===== config.mk =====
export PLATFORM = sky130hd
export DESIGN_NAME = ped_request_conditioner
export DESIGN_NICKNAME = d
export VERILOG_FILES = /design/src/rtl/ped_request_conditioner.sv
export SDC_FILE = /design/constraint.sdc
export NUM_CORES = 1
export LEC_CHECK = 0
export ABC_AREA = 1
export BUFFER_PORTS_ARGS = -buffer_cell sky130_fd_sc_hd__buf_4
export CORE_ASPECT_RATIO = 1.5
export CORE_MARGIN = 2
export CORE_UTILIZATION = 30
export CTS_CLUSTER_DIAMETER = 120
export DETAILED_ROUTE_END_ITERATION = 8
export GPL_ROUTABILITY_DRIVEN = 0
export SETUP_SLACK_MARGIN = 0.1
export SYNTH_ARGS = -nofsm -noshare
export SYNTH_HDL_FRONTEND = slang
export SYNTH_SLANG_ARGS = --single-unit

===== constraint.sdc =====
create_clock -name clk -period 1.9 [get_ports clk]
set_input_delay 0.19 -clock clk [delete_from_list [all_inputs] [get_ports clk]]
set_output_delay 0.19 -clock clk [all_outputs]
set_load 0.03 [all_outputs]

===== src/rtl/ped_request_conditioner.sv =====
// ---------------------------------------------------------------------------
// ped_request_conditioner
//   Upstream stage of the traffic light controller. Turns the two raw
//   pedestrian push-buttons into the controller's Sa/Sb "end this green"
//   requests. Each channel:
//     - synchronises and debounces its button,
//     - latches a press (walk-wait lamp pend_x),
//     - presents the request on Sx only once its road's green has been on
//       for at least MIN_GREEN cycles,
//     - withdraws the request when that green phase ends.
//
// Ports (top level)
//   clk     in   system clock, rising edge
//   reset   in   asynchronous, active-high reset
//   btn_a   in   raw pedestrian button A (asynchronous, active-high)
//   btn_b   in   raw pedestrian button B (asynchronous, active-high)
//   Ga      in   road A green lamp fed back from the controller
//   Gb      in   road B green lamp fed back from the controller
//   Sa      out  request: end road A green
//   Sb      out  request: end road B green
//   pend_a  out  request A latched but not yet presented
//   pend_b  out  request B latched but not yet presented
// ---------------------------------------------------------------------------

// ---------------------------------------------------------------------------
// ped_request_channel
//   One complete button-to-request path. The top level instantiates two
//   identical, independent copies.
//
// Ports
//   clk      in   system clock
//   reset    in   asynchronous, active-high reset
//   i_btn    in   raw button level
//   i_green  in   this road's green lamp (feedback)
//   o_req    out  request presented to the controller
//   o_pend   out  request latched, waiting for minimum green
// ---------------------------------------------------------------------------
module ped_request_channel #(
  parameter int DEBOUNCE_CYC = 16,
  parameter int MIN_GREEN    = 30,
  parameter int CNT_W        = 8
) (
  input  logic clk,
  input  logic reset,
  input  logic i_btn,
  input  logic i_green,
  output logic o_req,
  output logic o_pend
);

  localparam logic [CNT_W-1:0] DEB_LAST  = CNT_W'(DEBOUNCE_CYC - 1);
  localparam logic [CNT_W-1:0] GREEN_MIN = CNT_W'(MIN_GREEN);

  localparam logic [1:0] ST_IDLE   = 2'd0;
  localparam logic [1:0] ST_PEND   = 2'd1;
  localparam logic [1:0] ST_ASSERT = 2'd2;

  logic             r_sync1;
  logic             r_btn_s;
  logic             r_deb;
  logic             r_deb_q;
  logic [CNT_W-1:0] r_deb_cnt;
  logic [CNT_W-1:0] r_g_cnt;
  logic             r_green_q;
  logic [1:0]       r_state;
  logic             r_req;
  logic             r_pend;

  logic             w_press;
  logic             w_g_ok;
  logic             w_g_fall;
  logic [1:0]       w_state_nxt;

  // Two-flop synchroniser: the first stage may go metastable, only the
  // second stage is used by logic.
  // NOTE: sequential state uses non-blocking assignments so every flop
  // samples the pre-edge value of its neighbours, as real hardware does.
  always_ff @(posedge clk or posedge reset) begin
    if (reset) begin
      r_sync1 <= 1'b0;
      r_btn_s <= 1'b0;
    end else begin
      r_sync1 <= i_btn;
      r_btn_s <= r_sync1;
    end
  end

  // Debounce: the synchronised level must differ from the accepted level
  // for DEBOUNCE_CYC consecutive cycles before it is taken. Any return to
  // the accepted level restarts the count.
  always_ff @(posedge clk or posedge reset) begin
    if (reset) begin
      r_deb     <= 1'b0;
      r_deb_cnt <= '0;
    end else if (r_btn_s == r_deb) begin
      r_deb_cnt <= '0;
    end else if (r_deb_cnt == DEB_LAST) begin
      r_deb     <= r_btn_s;
      r_deb_cnt <= '0;
    end else begin
      r_deb_cnt <= r_deb_cnt + 1'b1;
    end
  end

  // r_deb_q only exists to form the one-cycle press strobe.
  always_ff @(posedge clk or posedge reset) begin
    if (reset) begin
      r_deb_q <= 1'b0;
    end else begin
      r_deb_q <= r_deb;
    end
  end

  assign w_press = r_deb & ~r_deb_q;

  // Green timer saturates so a long green never wraps back below MIN_GREEN.
  always_ff @(posedge clk or posedge reset) begin
    if (reset) begin
      r_g_cnt   <= '0;
      r_green_q <= 1'b0;
    end else begin
      r_green_q <= i_green;
      if (!i_green) begin
        r_g_cnt <= '0;
      end else if (r_g_cnt < GREEN_MIN) begin
        r_g_cnt <= r_g_cnt + 1'b1;
      end
    end
  end

  assign w_g_ok   = (r_g_cnt >= GREEN_MIN) && i_green;
  assign w_g_fall = r_green_q & ~i_green;

  // Request FSM. At most one request is outstanding; extra presses are
  // absorbed, except that a press coinciding with the end of the green
  // that served the previous request is kept as a new pending request.
  // NOTE: w_state_nxt gets a default before the case so no path leaves it
  // unassigned, which would otherwise infer a latch.
  always_comb begin
    w_state_nxt = ST_IDLE;
    case (r_state)
      ST_IDLE: begin
        if (w_press) begin
          w_state_nxt = w_g_ok ? ST_ASSERT : ST_PEND;
        end else begin
          w_state_nxt = ST_IDLE;
        end
      end
      ST_PEND: begin
        w_state_nxt = w_g_ok ? ST_ASSERT : ST_PEND;
      end
      ST_ASSERT: begin
        if (w_g_fall) begin
          w_state_nxt = w_press ? ST_PEND : ST_IDLE;
        end else begin
          w_state_nxt = ST_ASSERT;
        end
      end
      default: w_state_nxt = ST_IDLE;
    endcase
  end

  // Outputs are flops loaded from the next-state decode, so they are
  // glitch-free and change on the same edge as the state.
  always_ff @(posedge clk or posedge reset) begin
    if (reset) begin
      r_state <= ST_IDLE;
      r_req   <= 1'b0;
      r_pend  <= 1'b0;
    end else begin
      r_state <= w_state_nxt;
      r_req   <= (w_state_nxt == ST_ASSERT);
      r_pend  <= (w_state_nxt == ST_PEND);
    end
  end

  assign o_req  = r_req;
  assign o_pend = r_pend;

endmodule

module ped_request_conditioner #(
  parameter int DEBOUNCE_CYC = 16,
  parameter int MIN_GREEN    = 30,
  parameter int CNT_W        = 8
) (
  input  logic clk,
  input  logic reset,
  input  logic btn_a,
  input  logic btn_b,
  input  logic Ga,
  input  logic Gb,
  output logic Sa,
  output logic Sb,
  output logic pend_a,
  output logic pend_b
);

  ped_request_channel #(
    .DEBOUNCE_CYC(DEBOUNCE_CYC),
    .MIN_GREEN   (MIN_GREEN),
    .CNT_W       (CNT_W)
  ) u_chan_a (
    .clk    (clk),
    .reset  (reset),
    .i_btn  (btn_a),
    .i_green(Ga),
    .o_req  (Sa),
    .o_pend (pend_a)
  );

  ped_request_channel #(
    .DEBOUNCE_CYC(DEBOUNCE_CYC),
    .MIN_GREEN   (MIN_GREEN),
    .CNT_W       (CNT_W)
  ) u_chan_b (
    .clk    (clk),
    .reset  (reset),
    .i_btn  (btn_b),
    .i_green(Gb),
    .o_req  (Sb),
    .o_pend (pend_b)
  );

endmodule


After elaboration in Yosys (flattened, before gate mapping). Cells that the tools add are included.

$lt $le $gt $ge: 4. Add/subtract/negate cells: 4. Eq/ne operators: 14. Bitwise logic cells: 10. Reduce and logical (&&, ||, !) cells: 6. Muxes and demuxes: 18.

Operators by type and width (number): $mux 8 (8); $add 8x1->8 const B (4); $eq 8x4->1 const B (2); $ge 8x5->1 const B (2); $lt 8x5->1 const B (2); $mux 2 (6); $pmux 2 s3 (2); $eq 2x1->1 const B (4); $eq 2x2->1 const B (4); $not 1->1 (6); $and 1x1->1 (4); $logic_not 2->1 (2); $ne 2x1->1 const B (2); $reduce_and 2->1 (2); $eq 1x1->1 (2); $logic_and 1x1->1 (2); $mux 1 (2).

Flip-flop bits (word level): 50. Logic and storage cells: 76. Output and inout port bits: 4.

Longest topological paths before layout.
Depth after elaboration: 6. Mapped depth: 9. Depth with buffers taken out: 9.

By module. A second synthesis with hierarchy kept.

Cell total of the unflattened synthesis: 264. Area total of the unflattened synthesis: 2299.7 µm².

By module, submodules not included: ped_request_channel (u_chan_b) (area an instance 1153.6 µm², seq. area each 625.6 µm², times used 1, cells an instance 131); ped_request_channel (u_chan_a) (area an instance 1146.1 µm², seq. area each 625.6 µm², times used 1, cells an instance 133).

Worst setup path before layout. OpenSTA, ideal clock, no wires.

Path kind: reg-to-reg. From: register u_chan_a.r_deb_cnt[0]. To: register u_chan_a.r_deb_cnt[0]. Period minus slack after synthesis: 1.205 ns. Arrival: 1.087 ns. Cell stages (with the launch flop): 9. Path slack: 0.695 ns. Required time: 1.782 ns. Buffers on the path: 0. Cell sequence: dfrtp_1 ha_1 nand2_1 nor2_1 inv_1 nor2_1 nor2_1 inv_1 nor2_1.

Longest elaborated chain between the ends: 3. Elaborated cells on any way between the ends: 4. Classes of those cells: add/sub (1); eq/ne (1); mux (2).

RTL lines: from (decl) (line 62) `logic [CNT_W-1:0] r_deb_cnt;`; from (signal assigned) (line 101) `r_deb_cnt <= r_deb_cnt + 1'b1;`; $add 8x1->8 or $eq 8x4->1 (tied branches) (line 101, 97); $mux 8 * (line 97) `end else if (r_deb_cnt == DEB_LAST) begin`; $mux 8 * (line 95) `end else if (r_btn_s == r_deb) begin`.

Every way passes the cells marked *; elsewhere a longest branch is shown, timed or not. A chain may end at the register's enable or synchronous reset.

Worst setup path in the final report.
From: register u_chan_b.r_deb_cnt[0]. To: register u_chan_b.r_deb_cnt[0].

Longest elaborated chain between the ends: 3. Elaborated cells on any way between the ends: 4. Classes of those cells: add/sub (1); eq/ne (1); mux (2).

RTL lines (line): from (decl) (62); from (signal assigned) (101); $add 8x1->8 or $eq 8x4->1 (tied branches) (101, 97); $mux 8 * (97); $mux 8 * (95).

Marks and branches as above.

==> impl_metrics.yaml <==
clock_tree:
  clk_pin_slew_ns: 0.09
  h-tree-depth: 2
  clock_sinks: 50
  cts_setup_buffers: 0
  cts-root-buf: "clkbuf_8"
  ctsResizeCount: 0
  cts_tree: "done"
  numCtsBuffers: 5
  clk_latency_ns: 0.30
  ctsLongestPathBuffers: 2
cells_and_area:
  drive_gt1_share_pct: 8.99
  syn2layout_area_growth_pct: 14.3
  final_core_util_pct: 35.3
  nets: 289
  diodes: 0
  fillers: 776
floorplanning:
  die_x_um: 74.5
  floorplan.initialDensity_pct: 30.9
  die_h_um: 110
  row_count: 38
  die-area_um2: 8170
  core_area_um2: 7230
  io_pins: 10
detailed_routing:
  drt-vias-per-instance: 4.29
  vias: 1623
  drt_iter0_drc: 105
  route.detailed.drc: 0
  drtAntennaViolNets: 0
  wl_um: 3660
  firstDrtPassIters: 4
  wl_per_cell_um: 9.68
grt:
  grt_pass1_vias: 1633
  grt_usage_pct: 10.4
  grt_pass1_wl_um: 6650
  grt_max_degree: 29
  grt_overflow_total: 0
  grt_antenna_before_repair: 0
pwr:
  intPower_uw: 1430
  peakVddDrop_v: 0.000320
  power-per-cell-area_nw_per_um2: 733
  cellLeakagePower_uw: 0.00125
  finalPower_uw: 1870
  p_sw_uw: 443
  power.share.clock_pct: 34.5
  pwr-share-seq_pct: 59.7
  combPwrFrac_pct: 5.8
  swShare_pct: 23.7
worst_hold_path:
  hold_depth: 1
  hold_start: "Ga"
  worstHoldEndpoint: "u_chan_a.r_green_q"
  hp-class: "input pin to register"
critical_path:
  reg2regPathDepth: 8
  critPathMaxStageDelay_ns: 0.41
  cp.arrival_ns: 1.61
  start_kind: "register"
  endpoint_kind: "register"
  rrSetupSlack_ns: 0.53
  r2r_start: "u_chan_b.r_deb_cnt[0]"
  critPathKind: "register to register"
  required_ns: 2.13
  crit_slowest_cell: "dfrtp_1"
  worstPathCellList: "ha_1, nand2_1, nor2_1, inv_1, nor2_1, nor2_1, inv_1, nor2_1"
  cp_max_fo: 4
  worstReg2RegEnd: "u_chan_b.r_deb_cnt[0]"
  crit_top_cell: "nor2_1"
timing:
  period_needed_ns: 1.37
  fin_tns_setup_ns: 0
  max_freq_mhz: 728
  hold_viol: 0
  finalMaxSlewViolations: 0
  setup_viol: 0
  relSlewSlack_pct: 67.2
  tightest_slew_ns: 0.491
  post-route-period-util_pct: 72.3
  rsz0062_at_grt: "false"
  fin_worst_skew_ns: 0.0122
run_status:
  status: "complete, no violations"
placed_design:
  hpwl_um: 2660
  numPortBuffers: 9
synthesis:
  yosysSeqAreaShare_pct: 56.0
  synth_nets: 271
  netlist_area_um2: 2230
  yosys_warnings: 0
  syn_inst: 259
  yosysUniqueCellTypes: 22
  ys_seq_elements: 50
  avgSynthCellArea_um2: 8.62
job:
  cap_violations: 0
per-stage QoR:
stage / instances / setup slack [ns] / hold WS, ns / cell area [µm²]
6_report: 378 / 0.527 / 0.0865 / 2550
5_1_grt: 378 / 0.366 / 0.0710 / 2550
4_1_cts: 378 / 0.503 / 0.0787 / 2550
3_5_place_dp: 367 / 0.521 / 0.258 / 2430
3_3_place_gp: 367 / 0.536 / 0.251 / 2430
2_1_floorplan: 259 / 0.509 / 0.221 / 2230
power groups by stage:
| stage | clock network, µW | registers, µW | logic [µW] |
|---|---|---|---|
| floorplan | 0 | 1130 | 73.6 |
| global placement | 0 | 1140 | 105 |
| detailed placement | 0 | 1140 | 107 |
| CTS | 676 | 1120 | 113 |
| global route | 720 | 1120 | 131 |
| finish | 645 | 1120 | 108 |
layer usage:
metal  routed length, µm  GRT usage [%]
met1                1630           11.7
met2                1850           18.1
met5                   0              0
met3                  84           1.74
met4                  96           5.74
cell type report:
type,instances,area (µm²),share of cell area (%)
clock buffers,6,82.6,3.24
clock inverters,2,12.5,0.490
inverters,40,150,5.88
multi-input cells,167,813,31.9
flip-flops and latches,50,1250,49.0
well taps,100,125,4.90
repair buffers,13,118,4.61
layout by cell type (no fill, tap or decap):
| master | synthesis | routed |
|---|---|---|
| nand2_1 | 55 | 55 |
| dfrtp_1 | 50 | 50 |
| nor2_1 | 41 | 41 |
| inv_1 | 39 | 38 |
| nand3_1 | 17 | 17 |
| o21ai_0 | 16 | 16 |
| buf_4 | 0 | 9 |
| a21oi_1 | 8 | 8 |
| nand4_1 | 7 | 7 |
| ha_1 | 6 | 6 |
| clkbuf_8 | 1 | 6 |
| nor2_2 | 3 | 3 |
| nor3b_1 | 3 | 3 |
| dlygate4sd3_1 | 0 | 3 |
| inv_2 | 1 | 2 |
| xor2_1 | 2 | 2 |
| xnor2_1 | 2 | 2 |
| a21boi_0 | 2 | 2 |
| o31ai_1 | 1 | 1 |
| nand3b_1 | 1 | 1 |
| nand2_2 | 1 | 1 |
| nand3_2 | 1 | 1 |
| o22ai_1 | 1 | 1 |
| clkinvlp_4 | 0 | 1 |
| clkinv_2 | 0 | 1 |
| buf_12 | 0 | 1 |
synthesized netlist by cell type:
cell	count	area (µm²)
xor2_1	2	17.5
o22ai_1	1	6.26
nor2_1	41	154
xnor2_1	2	17.5
nand4_1	7	43.8
inv_2	1	3.75
nand2_1	55	206
ha_1	6	75.1
buf_2	1	5.00
nor3b_1	3	22.5
clkbuf_8	1	13.8
nand3_2	1	10.0
a21oi_1	8	40.0
nor2_2	3	18.8
o31ai_1	1	7.51
dfrtp_1	50	1250
o21ai_0	16	80.1
nand2_2	1	6.26
inv_1	39	146
nand3b_1	1	7.51
a21boi_0	2	15.0
nand3_1	17	85.1
state kept, by name (all words and copies together) (netlist names):
| name | cells |
|---|---|
| u_chan_b.r_deb_cnt | 8 |
| u_chan_a.r_deb_cnt | 8 |
| u_chan_a.o_pend | 1 |
| u_chan_b.r_btn_s | 1 |
| u_chan_a.r_state | 2 |
| u_chan_b.o_req | 1 |
| u_chan_a.r_green_q | 1 |
| u_chan_b.r_green_q | 1 |
| u_chan_b.r_g_cnt | 8 |
| u_chan_b.r_state | 2 |
| u_chan_b.o_pend | 1 |
| u_chan_a.r_deb | 1 |
| u_chan_a.r_btn_s | 1 |
| u_chan_a.o_req | 1 |
| u_chan_a.r_sync1 | 1 |
| u_chan_b.r_deb | 1 |
| u_chan_b.r_sync1 | 1 |
| u_chan_a.r_deb_q | 1 |
| u_chan_b.r_deb_q | 1 |
| u_chan_a.r_g_cnt | 8 |
kinds of logic after synthesis:
| kind of cell | Yosys count | synth area share (%) |
|---|---|---|
| AND/OR/NAND/NOR | 129 | 24.8 |
| flip-flops | 50 | 56.0 |
| buffers and inverters | 42 | 7.56 |
| AO/OA/AOI/OAI | 28 | 6.67 |
| adder cells (fa/ha/maj) | 6 | 3.36 |
| XOR/XNOR | 4 | 1.57 |
how the worst max path moves through the flow:
stage / from / end / cells after the start
after detailed placement: u_chan_b.r_deb_cnt[0] / u_chan_b.r_deb_cnt[4] / 8
after global placement: u_chan_b.r_deb_cnt[0] / u_chan_b.r_deb_cnt[0] / 8
after CTS: u_chan_b.r_deb_cnt[0] / u_chan_b.r_deb_cnt[4] / 8
final: u_chan_b.r_deb_cnt[0] / u_chan_b.r_deb_cnt[0] / 8
after floorplan: reset / u_chan_a.o_pend / 1
after global routing: u_chan_b.r_deb_cnt[0] / u_chan_b.r_deb_cnt[7] / 8
repair_timing:
| item | CTS | global route |
|---|---|---|
| hold endpoints to repair | 24 | 0 |
| setup endpoints to repair | 0 | 0 |
| hold buffers | 3 | 0 |
worst max-delay path: cells and delay by family, from the launching register on:
kind	cells	cell delay, ns
buffers and inverters	2	0.17
adders and majority gates	1	0.21
and+or+nand+nor	5	0.53
DFF	1	0.41
(Power assumes the default switching activity.)
